## src/rtl/memory_image_loader.sv

```systemverilog
// Stream loader for the relay computer's program memory: collects a byte
// image plus checksum over valid/ready, verifies it and hands it over.
// Ports:
//   clock, reset (async, active-low)
//   start: begin a new image (ignored while loading)
//   byte_in/byte_valid/byte_ready: byte stream handshake
//   initial_memory: assembled image, stream byte k at index k
//   loadMem/loadMemComplete: copy request to the computer and its ack
//   busy, done, error: status; done/error are sticky until next start
module memory_image_loader #(
   parameter int DEPTH   = 15,
   parameter int WIDTH   = 8,
   parameter int TIMEOUT = 255
) (
   input  logic                         clock,
   input  logic                         reset,
   input  logic                         start,
   input  logic [WIDTH-1:0]             byte_in,
   input  logic                         byte_valid,
   output logic                         byte_ready,
   output logic [DEPTH-1:0][WIDTH-1:0]  initial_memory,
   output logic                         loadMem,
   input  logic                         loadMemComplete,
   output logic                         busy,
   output logic                         done,
   output logic                         error
);

   localparam int CW = $clog2(DEPTH + 1);
   localparam int TW = $clog2(TIMEOUT + 1);
   localparam logic [CW-1:0] LAST  = CW'(DEPTH - 1);
   localparam logic [TW-1:0] TLAST = TW'(TIMEOUT - 1);

   typedef enum logic [2:0] {
      IDLE, RECV, CHECK, LOAD, DONE, ERR
   } state_t;

   state_t           state;
   logic [CW-1:0]    count;
   logic [WIDTH-1:0] sum;
   logic [WIDTH-1:0] sum_next;
   logic [TW-1:0]    timer;
   logic             xfer;

   assign xfer     = byte_valid && byte_ready;
   assign sum_next = sum + byte_in;

   always_ff @(posedge clock or negedge reset) begin
      if (!reset) begin
         state          <= IDLE;
         initial_memory <= '0;
         count          <= '0;
         sum            <= '0;
         timer          <= '0;
         byte_ready     <= 1'b0;
         loadMem        <= 1'b0;
         busy           <= 1'b0;
         done           <= 1'b0;
         error          <= 1'b0;
      end else if (start && state != LOAD) begin
         // Fresh image from any non-LOAD state; a byte offered on
         // this edge is dropped.
         state          <= RECV;
         initial_memory <= '0;
         count          <= '0;
         sum            <= '0;
         timer          <= '0;
         byte_ready     <= 1'b1;
         loadMem        <= 1'b0;
         busy           <= 1'b1;
         done           <= 1'b0;
         error          <= 1'b0;
      end else begin
         unique case (state)
            RECV: begin
               if (xfer) begin
                  initial_memory[count] <= byte_in;
                  sum                   <= sum_next;
                  count                 <= count + CW'(1);
                  if (count == LAST) state <= CHECK;
               end
            end
            CHECK: begin
               // Checksum byte only folds into the sum; not stored.
               if (xfer) begin
                  byte_ready <= 1'b0;
                  if (sum_next == '0) begin
                     state   <= LOAD;
                     loadMem <= 1'b1;
                     timer   <= '0;
                  end else begin
                     state <= ERR;
                     busy  <= 1'b0;
                     error <= 1'b1;
                  end
               end
            end
            LOAD: begin
               // Ack wins over a timeout on the same edge.
               if (loadMemComplete) begin
                  state   <= DONE;
                  loadMem <= 1'b0;
                  busy    <= 1'b0;
                  done    <= 1'b1;
               end else if (timer == TLAST) begin
                  state   <= ERR;
                  loadMem <= 1'b0;
                  busy    <= 1'b0;
                  error   <= 1'b1;
               end else begin
                  timer <= timer + TW'(1);
               end
            end
            default: ;
         endcase
      end
   end

endmodule

```

## config.mk

```make
export PLATFORM = sky130hd
export DESIGN_NAME = memory_image_loader
export DESIGN_NICKNAME = d
export VERILOG_FILES = /design/src/rtl/memory_image_loader.sv
export SDC_FILE = /design/constraint.sdc
export NUM_CORES = 1
export LEC_CHECK = 0
export CORE_MARGIN = 4
export CORE_UTILIZATION = 40
export DETAILED_ROUTE_END_ITERATION = 8
export HOLD_SLACK_MARGIN = 0.15
export PLACE_DENSITY_LB_ADDON = 0.15
export SETUP_SLACK_MARGIN = 0.4
export SLEW_MARGIN = 20
export SYNTH_ARGS = -nofsm -noshare
export SYNTH_HDL_FRONTEND = slang
export SYNTH_SLANG_ARGS = --single-unit
```

## constraint.sdc

```tcl
create_clock -name clock -period 3 [get_ports clock]
set_clock_uncertainty 0.05 [all_clocks]
set_input_delay 0.9 -clock clock [delete_from_list [all_inputs] [get_ports clock]]
set_output_delay 0.9 -clock clock [all_outputs]
set_load 0.02 [all_outputs]
```

# [Word level (Yosys, flattened, before mapping)]
# Cells that the tools add are included.
[totals] out_inout_bits=125 inputBits=13 wordCells=111 reg_bits=148
[op_classes] n_eq_ne=15 n_addsub=3 mux=48 order_cmp=2 reduce_logical=19
[ops] operator="$mux 120" count=3
[ops] operator="$bwmux 120" count=1
[ops] operator="$mux 8" count=9
[ops] operator="$demux 8 s4" count=1
[ops] operator="$ne 3x3->1 const B" count=8
[ops] operator="$mux 3" count=7
[ops] operator="$mux 1" count=19
[ops] operator="$pmux 8 s2" count=1
[ops] operator="$reduce_and 5->1" count=3
[ops] operator="$mux 4" count=3
[ops] operator="$reduce_bool 2->1" count=5
[ops] operator="$pmux 3 s3" count=1
[ops] operator="$add 8x1->8 const B" count=1
[ops] operator="$add 8x8->8" count=1
[ops] operator="$eq 8x8->1 const B" count=1
[ops] operator="$logic_not 8->1" count=1
[ops] operator="$reduce_and 4->1" count=2
[ops] operator="$eq 3x2->1 const B" count=2
[ops] operator="$pmux 1 s2" count=3
[ops] operator="$reduce_and 2->1" count=3
[ops] operator="$lt 4x5->1 const B" count=1
[ops] operator="$add 4x1->4 const B" count=1
[ops] operator="$eq 4x4->1 const B" count=1
[ops] operator="$ge 4x1->1 const B" count=1
[ops] operator="6 further kinds" count=8

# [Depth between registers and ports, before layout]
[logic_depth] word_depth=8 depth_mapped=8 depth_no_buf=8

# [Worst setup path before layout]
# OpenSTA, ideal clock, no wires.
[synth_timing] path_kind="input -> register" from="in byte_in[0]" to="reg error" required_ps=2824 setup_time_ps=126 arrival_ps=2853 stages=8 path_slack_ps=-29 path_cell_list="ha_1 > fa_1 > a211oi_2 > o21bai_1 > a21oi_2 > xnor2_1 > or3_4 > a221o_1"
[synth_between] elab_chain_len=4
[synth_lines] item="start, declared" line="18" source="input logic [WIDTH-1:0] byte_in,"
[synth_lines] item="$add 8x8->8" line="46" source="assign sum_next = sum + byte_in;"
[synth_lines] item="$logic_not 8->1" line="87" source="if (sum_next == '0) begin"
[synth_lines] item="$ne 3x3->1 (no source line)"
[synth_lines] item="$reduce_and 5->1 (no source line)"
[synth_lines] item="end signal, assigned" line="59" source="error <= 1'b0;"
[synth_lines] item="end signal, assigned" line="94" source="error <= 1'b1;"
[synth_lines] item="end signal, assigned" line="109" source="error <= 1'b1;"
[synth_lines] item="end, declared" line="26" source="output logic error"
# No other way between the ends.
# A chain may end at the register's enable or synchronous reset.

# [Final worst setup path]
# Ends and elaborated chain as after synthesis.

==> metrics.md <==
| Metric | Value |
|---|---|
| Gpl congestion | `0.884` |
| Final setup violating endpoints | `0` |
| H-tree levels | `4` |
| Floorplan row count | `45` |
| Met2 usage | `~33%` |
| Initial antenna violation count | `0` |
| Residual DRC | `0` |
| CP Max Fanout | `3` |
| Max Fclk | `0.371 GHz` |
| First-pass GRT wire length | `28700 um` |
| Clock power frac | `44.7%` |
| Gr usage total | `20.5%` |
| Tcrit/Tclk final | `89.8%` |
| CP peak stage delay | `370 ps` |
| Dpl hpwl | `between 10000 and 15000 um` |
| Pins Over Slew Limit | `0` |
| Sequential share of power | `43.5%` |
| Async SR Flop Fraction | `100%` |
| WS Path Type | `primary input to flip-flop` |
| RSZ-0062 raised after global routing | `true` |
| Ant. Diodes | `0` |
| Die X | `134 um` |
| Synthesized flop and latch total | `148` |
| Sequential area share after synthesis | `58.3%` |
| Layout Nets | `approximately 730` |
| # hold bufs at CTS | `0` |
| CTS tree | `built` |
| Mapped cell area | `0.00635 mm^2` |
| Relative slew slack | `60.0%` |
| Mean Syn Cell Area | `11.8 um^2` |
| Worst setup margin | `307 ps` |
| Share of cells above drive strength 1 | `14.3%` |
| Hold Vio Cnt, Final | `0` |
| Leakage | `4.10 nW` |
| Placeable Area | `0.0154 mm^2` |
| Tmin final | `2690 ps` |
| CP Launch Type | `primary input` |
| Worst Max-Slew Pin Slew | `about 600 ps` |
| Reg2Reg Setup Slack | `between 400 and 500 ps` |
| Clock root cell | `clkbuf_16` |
| CTS buffer count | `17` |
| Yosys Warn Count | `0` |
| Fillers | `roughly 1300` |
| Commonest non-fill, non-tap cell in the layout | `dfrtp_1` |
| Routing usage on met3 | `5.29%` |
| Fin Setup TNS | `0 ps` |
| Max-cap violations | `0` |
| Post-synth net total | `566` |
| Count of unique library cells instantiated by Yosys | `57` |
| Overall power | `0.00475 W` |
| Logic pwr share | `about an eighth` |
| Worst r2r src | `sum[0]` |
| Final instance area | `0.00888 mm^2` |
| Crit-path cells | `buf_6 > ha_4 > fa_2 > buf_4 > xor2_1 > nor3_1 > o21ai_1 > nand4bb_4 > or3_4 > a221o_1` |
| CTS clk-pin slew, worst paths | `60 ps` |
| Switch Pwr | `0.00118 W` |
| Vias in the first global route | `5062` |
| Final Util | `57.8%` |
| Cell internal pwr | `0.00357 W` |
| IO Pins | `~140` |
| Initial DRT Pass Iterations | `5` |
| Total Wirelength | `17800 um` |
| Dpl ws | `-499 ps` |
| Commonest cells after routing, fill and taps aside | `148 x dfrtp_1, 129 x clkdlybuf4s50_1, 112 x a22o_1` |
| Reg2Reg Depth | `9` |
| Synth Instances | `539` |
| ANT nets after route | `0` |
| Worst-Skew Late Latency | `410 ps` |
| Area Growth Syn to Fin | `39.9%` |
| DR vias/cell | `around 5.5` |
| EDFF count, synth | `0` |
| Commonest register cell after synthesis | `dfrtp_1` |
| I/O Buffers | `~140` |
| Peak supply drop | `0.000357 V` |
| Clock Path Buffers | `2` |
| Multi-input gate area | `0.00257 mm^2` |
| GR Overflow Total | `0` |
| Placed cell areas | `0.00818 mm^2` |
| Initial cell density of the core | `41.3%` |
| Status | `completed` |
| Die Ht | `134 um` |
| CTS Sinks | `148` |
| Vias | `around 5100` |
| Pwr dens | `535 mW/mm^2` |
| GR peak layer | `met2` |
| Hold/Removal Path Class | `primary input to asynchronous set/reset pin` |
| Initial DRC count | `313` |
| Crit end category | `flip-flop` |
| DR WL/cell | `19.2 um` |
| Worst R2R End | `error` |
| Worst endpoint required time | `3240 ps` |
| Die area | `0.0180 mm^2` |
| Sw frac | `24.8%` |
| Crit path max-delay cell type | `or3_4` |
| Worst EP arrival | `2930 ps` |
| Largest net degree at the start of global routing | `55` |
| Met1 Use GR | `27.7%` |
| Sequential cell area | `0.00370 mm^2` |
## cell usage after synthesis (4+ instances only)
cell type	instances	area share, %
and3_1	14	1.4
mux2i_1	8	1.3
nand2_1	55	3.3
nor2b_1	5	0.49
dfrtp_1	148	58
buf_2	13	1.0
nand3_1	17	1.3
o21ai_0	21	1.7
xor2_1	4	0.55
inv_1	14	0.83
a21oi_1	6	0.47
clkbuf_1	18	1.1
a22o_1	112	15
a31oi_1	5	0.49
nor2_1	28	1.7
ha_1	13	2.6
## layer usage
layer | up-vias | part of all wire [%]
li1 | 2348 | -
met1 | 2557 | 44
met2 | 148 | 49
met3 | 12 | 6.0
met4 | 0 | 0.80
met5 | - | 0
## critical path, delay by kind of cell
family | cells | cell delay (ps)
adder cells (fa/ha/maj) | 2 | 500
AND/OR/NAND/NOR | 3 | 720
AO/OA/AOI/OAI | 2 | 410
buffers and inverters | 2 | 250
XOR/XNOR | 1 | 160
## sequential cells by signal, indices dropped and copies added (netlist names)
name            count
initial_memory    120
sum                 8
timer               8
count               4
state               3
busy                1
byte_ready          1
done                1
error               1
loadMem             1
## power groups by stage
stage,combinational (W),sequential (W),clock (W)
3_5_place_dp,0.000530,0.00210,0
4_1_cts,0.000554,0.00207,0.00216
2_1_floorplan,0.000246,0.00212,0
6_report,0.000562,0.00207,0.00212
5_1_grt,0.000616,0.00207,0.00224
3_3_place_gp,0.000515,0.00210,0
## final cells by class
type | instances | share of cell area [%]
Tap cell | 211 | 2.97
Sequential cell | 148 | 41.7
Clock buffer | 22 | 5.34
Clock inverter | 10 | 1.32
Timing Repair Buffer | 179 | 19.1
Inverter | 14 | 0.592
Multi-Input combinational cell | 345 | 29.0
## how the worst max path moves through the flow
stage                    start        to  slack, ps  cells past startpoint
finish              byte_in[0]     error        310                     10
global placement    byte_in[0]  timer[4]       -450                     11
global route        byte_in[5]     error        250                      8
floorplan           byte_in[0]     error        140                      8
detailed placement  byte_in[0]  timer[4]       -500                     11
CTS                 byte_in[0]     error        170                      9
## logic make-up after synthesis
family | synth area share [%]
AOI/OAI and AO/OA | 21.8
adders and majority gates | 2.88
and+or+nand+nor | 11.7
buffers and inverters | 2.97
muxes | 1.44
DFF | 58.3
xor gates and xnor gates | 0.965
## per-stage QoR
stage,std cells,hold slack [ps]
after floorplan,539,427
after global placement,893,437
after detailed placement,893,442
after CTS,929,395
after global routing,929,417
final,929,376
## repair_timing
item	4_1_cts	5_1_grt
hold endpoints to repair	0	0
setup endpoints to repair	15	24
pin swaps	17	7
resized for setup	17	10
setup buffers	4	0
Note: power is estimated with default switching activity, not from simulation.
==> RTL change 1 (same settings) <==
Set the parameter `DEPTH` to 14 (it was 15).
--- a/src/rtl/memory_image_loader.sv
+++ b/src/rtl/memory_image_loader.sv
@@ -8,7 +8,7 @@
 //   loadMem/loadMemComplete: copy request to the computer and its ack
 //   busy, done, error: status; done/error are sticky until next start
 module memory_image_loader #(
-   parameter int DEPTH   = 15,
+   parameter int DEPTH   = 14,
    parameter int WIDTH   = 8,
    parameter int TIMEOUT = 255
 ) (
Ports: changed (resized initial_memory); port bits go from 138 to 130. No check against the original RTL was run, so the function may have changed too.
==> RTL change 1 against the unedited design <==
Power rose by 7.6%. Clock power fell by 4%. Routed wire length fell by 3.0%. Worst setup slack improved by 42 ps. Synthesized area fell by 5.8%. First-iteration DRC count rose by 22%. Die area fell by 5.4%. Sequential cell count fell by 8. Sequential share of layout area fell by 0.56 points. Cell area fell by 4.1%. Register-to-register slack improved by 20 ps. Synthesized cell count fell by 6.3%. Critical path type unchanged.
==> RTL change 1: results (changes against the unedited design) <==
.. list-table::
   :header-rows: 1

   * - Metric
     - Value
   * - Outcome
     - complete, no violations
   * - Aggregate global-route resource usage
     - 0.208 (+0.00339)
   * - Via Count
     - 4894 (-3.4%)
   * - DRT Pass-1 Iters
     - 4 (-1)
   * - Weighted congestion reported at the end of routability-driven placement
     - 0.863 (-2.4%)
   * - Max IR drop VDD
     - 0.000428 V (+20%)
   * - Switch Pwr
     - 1.45 mW (+23%)
   * - FF-to-FF setup slack
     - 470 ps (+20 ps)
   * - Max_slew headroom
     - 0.576 (-0.0240)
   * - Top area cells in the synthesized netlist
     - sky130_fd_sc_hd__dfrtp_1, sky130_fd_sc_hd__a22o_1, sky130_fd_sc_hd__nand2_1
   * - Share of final layout cell area taken by non-clock buffers
     - 0.193 (+0.00206)
   * - Registers with the most flip-flops
     - initial_memory x112, sum x8, timer x8
   * - Part of the power in the clock network
     - 0.399 (-0.048)
   * - Number of I/O port buffers
     - 129 (-5.8%)
   * - Post-CTS Resized
     - 41 (+24)
   * - Placement-stage worst setup slack
     - -607 ps (-107 ps)
   * - Largest fanout on the critical path
     - 8 (+5)
   * - Routed wire length on met3
     - 954 µm (-11%)
   * - Multi-Input Combinational
     - 327 (-5.2%)
   * - Worst reg2reg path depth
     - 7 (-2)
   * - Number of fillers in the final layout
     - 1161 (-9.8%)
   * - Sequential cell fraction of total power
     - 0.402 (-0.033)
   * - Clock tree buffer count of the final layout
     - 21 (-4.5%)
   * - First-pass GRT wire length
     - 27200 µm (-5.2%)
   * - Placed Instance Area
     - 0.00777 mm² (-5.0%)
   * - Total of plain and repair buffers excluding clock buffers
     - 173 (-3.4%)
   * - Final clock-cell share
     - 0.0682 (+0.00155)
   * - Routing usage on met3
     - 0.0479 (-0.00500)
   * - Average size of a mapped cell
     - 11.8 µm² (+0.55%)
   * - Met2 GRT Util
     - 0.340 (+0.00966)
   * - Commonest cells in the netlist
     - sky130_fd_sc_hd__dfrtp_1, sky130_fd_sc_hd__a22o_1, sky130_fd_sc_hd__nand2_1
   * - WL met2
     - 8500 µm (-3.2%)
   * - Non-CTS inverters
     - 8 (-6)
   * - Final Cell Area
     - 0.00852 mm² (-4.1%)
   * - Leakage Power
     - 3.88 nW (-5.4%)
   * - Count of non-filler cells in the finished layout
     - 864 (-7.0%)
   * - Starting DRT DRC Count
     - 382 (+22%)
   * - Switching share of power
     - 0.283 (+0.0349)
   * - Detailed-placement wirelength estimate
     - 12100 µm (-2.4%)
RTL change 1: changes by cell type after synthesis, moves of 5 or more:
cell	before	now
sky130_fd_sc_hd__a21oi_1	6	17
sky130_fd_sc_hd__a31oi_1	5	0
sky130_fd_sc_hd__buf_2	13	3
sky130_fd_sc_hd__clkbuf_1	18	27
sky130_fd_sc_hd__dfrtp_1	148	140
sky130_fd_sc_hd__inv_1	14	8
sky130_fd_sc_hd__mux2i_1	8	1
sky130_fd_sc_hd__nand3_1	17	7
sky130_fd_sc_hd__nor2_1	28	22
sky130_fd_sc_hd__o21ai_0	21	12
sky130_fd_sc_hd__o2bb2ai_1	1	6
RTL change 1: worst max-delay path by stage:
stage | slack, ps | to | start
after global placement | -550 | timer[6] | byte_in[0]
after CTS | 370 | timer[0] | byte_in[1]
after global routing | 280 | timer[0] | byte_in[1]
after floorplan | 100 | timer[0] | byte_in[0]
final | 350 | timer[0] | byte_in[1]
after detailed placement | -610 | timer[0] | byte_in[0]
RTL change 1: critical path, stage by stage:
cell and delay (ps):
sky130_fd_sc_hd__buf_8 110, sky130_fd_sc_hd__ha_4 270, sky130_fd_sc_hd__a211oi_4 50, sky130_fd_sc_hd__or4b_4 540
sky130_fd_sc_hd__a21o_4 250, sky130_fd_sc_hd__a2111oi_4 430, sky130_fd_sc_hd__o21bai_4 150, sky130_fd_sc_hd__a21o_1 200
RTL change 1: cells by family (layout without fill, tap and decap cells):
| logic type | after synthesis | after routing | synth area share |
|---|---|---|---|
| DFF | 140 | 140 | 0.586 |
| xor gates and xnor gates | 4 | 4 | 0.00586 |
| muxes | 1 | 1 | 0.00167 |
| buffers and inverters | 38 | 213 | 0.0245 |
| adders and majority gates | 14 | 14 | 0.0305 |
| and+or+nand+nor | 127 | 127 | 0.104 |
| AOI/OAI and AO/OA | 181 | 181 | 0.248 |
==> RTL change 2 (config.mk and constraints unchanged) <==
Without the edit above. The 6 states of `state_t` get a one-hot encoding in 6 bits.
--- a/src/rtl/memory_image_loader.sv
+++ b/src/rtl/memory_image_loader.sv
@@ -31,8 +31,8 @@
    localparam logic [CW-1:0] LAST  = CW'(DEPTH - 1);
    localparam logic [TW-1:0] TLAST = TW'(TIMEOUT - 1);
 
-   typedef enum logic [2:0] {
-      IDLE, RECV, CHECK, LOAD, DONE, ERR
+   typedef enum logic [5:0] {
+      IDLE = 6'b000001, RECV = 6'b000010, CHECK = 6'b000100, LOAD = 6'b001000, DONE = 6'b010000, ERR = 6'b100000
    } state_t;
 
    state_t           state;
Function: no difference found for any inputs over 4 cycles, from zero or initial values and one cycle with reset low; so few cycles prove little.
==> RTL change 2 against the unedited design <==
Cell area grew 11%. Power decreased by 0.14%. Worst hold slack better by 50 ps. Routed wire length is 8.0% higher. First-iteration DRC count up 29%. Synthesized area is 8.1% higher. Sequential cell count is 3 higher. Worst setup slack got worse by 120 ps. Critical path type unchanged. Critical endpoint is now timer[6].
==> RTL change 2: results (changes against the unedited design) <==
.. list-table::
   :header-rows: 1

   * - Metric
     - Value
   * - Outcome
     - complete, no violations
   * - WL met2
     - 9180 µm (+4.6%)
   * - Commonest cells in the netlist
     - sky130_fd_sc_hd__dfrtp_1, sky130_fd_sc_hd__nor2_1, sky130_fd_sc_hd__mux2i_1
   * - First-pass GRT wire length
     - 31600 µm (+9.9%)
   * - Metal1 wirelength
     - 8660 µm (+10%)
   * - Max Fclk
     - 356 MHz (-4.1%)
   * - Critical path's top delay family
     - compound AO/OA/AOI/OAI gates
   * - GRT met1 Usage
     - 0.277 (about the same)
   * - Number of antenna violations at the first check in global routing
     - 1 (+1)
   * - Placement-stage worst setup slack
     - -787 ps (-288 ps)
   * - Largest net degree at the start of global routing
     - 69 (+25%)
   * - Gate Count Post-Synth
     - 630 (+17%)
   * - Count of non-filler cells in the finished layout
     - 1045 (+12%)
   * - Met2 GRT Util
     - 0.325 (-0.00573)
   * - Max IR drop VDD
     - 0.000426 V (+19%)
   * - Vias in the first global route
     - 5646 (+12%)
   * - Drt total wl
     - 19300 µm (+8.0%)
   * - Number of nets produced by synthesis
     - 657 (+16%)
   * - Placed Instance Area
     - 0.00895 mm² (+9.5%)
   * - Worst Tran Pin Value
     - 663 ps (+63.6 ps)
   * - Routed wire length on met3
     - 1120 µm (+4.4%)
   * - Worst-case hold slack
     - 426 ps (+49.7 ps)
   * - Routing usage on met3
     - 0.0572 (+0.00435)
   * - Sequential share of the synthesized area
     - 0.551 (-0.0326)
   * - Weighted congestion reported at the end of routability-driven placement
     - 0.831 (-6.0%)
   * - Critical-path cell with the highest stage delay
     - sky130_fd_sc_hd__a211oi_4
   * - Starting DRT DRC Count
     - 405 (+29%)
   * - NumNets Final
     - 840 (+15%)
   * - FF-to-FF setup slack
     - 330 ps (-120 ps)
   * - Top area cells in the synthesized netlist
     - sky130_fd_sc_hd__dfrtp_1, sky130_fd_sc_hd__mux2i_1, sky130_fd_sc_hd__nor2_1
## RTL change 2: cell types whose count changed after synthesis, sizes merged, moves of 10 or more
cell | unedited run | this run
mux2i | 8 | 113
and3 | 14 | 4
nand3 | 17 | 7
clkbuf | 18 | 28
nor2 | 28 | 141
a21oi | 9 | 22
a22o | 112 | 1
## RTL change 2: cell type report
cell class / count / area (µm²) / share of cell area
Sequential cell: 151 / 3780 / 0.385
Clock buffer: 19 / 453 / 0.0461
Tap cell: 220 / 275 / 0.0280
Timing Repair Buffer: 198 / 1950 / 0.198
Inverter: 6 / 22.5 / 0.00229
Clock inverter: 12 / 128 / 0.0130
Multi-Input combinational cell: 439 / 3220 / 0.328
## RTL change 2: cells by family (layout without fill, tap and decap cells)
| family | Yosys count | in the layout | share of synthesized area |
|---|---|---|---|
| and+or+nand+nor | 242 | 242 | 0.162 |
| DFF | 151 | 151 | 0.551 |
| muxes | 113 | 113 | 0.165 |
| AOI/OAI and AO/OA | 64 | 64 | 0.0614 |
| buffers and inverters | 40 | 235 | 0.0248 |
| adders and majority gates | 14 | 14 | 0.0266 |
| xor gates and xnor gates | 6 | 6 | 0.00966 |
## RTL change 2: power breakdown
part | total, mW | internal (mW) | switching, mW
clock network | 2.09 | 1.26 | 0.828
registers | 2.09 | 2.06 | 0.0269
logic | 0.570 | 0.248 | 0.322
total | 4.75 | 3.57 | 1.18
## RTL change 2: path summary, 6_finish.rpt
kind	start	end	cells past startpoint
max	byte_in[0]	timer[6]	12
min in group clock	initial_memory[117]	initial_memory[117]	2
min reg2reg	initial_memory[117]	initial_memory[117]	2
max in group asynchronous	reset	initial_memory[115]	2
max reg2reg	sum[0]	timer[6]	11
min	reset	initial_memory[94]	1
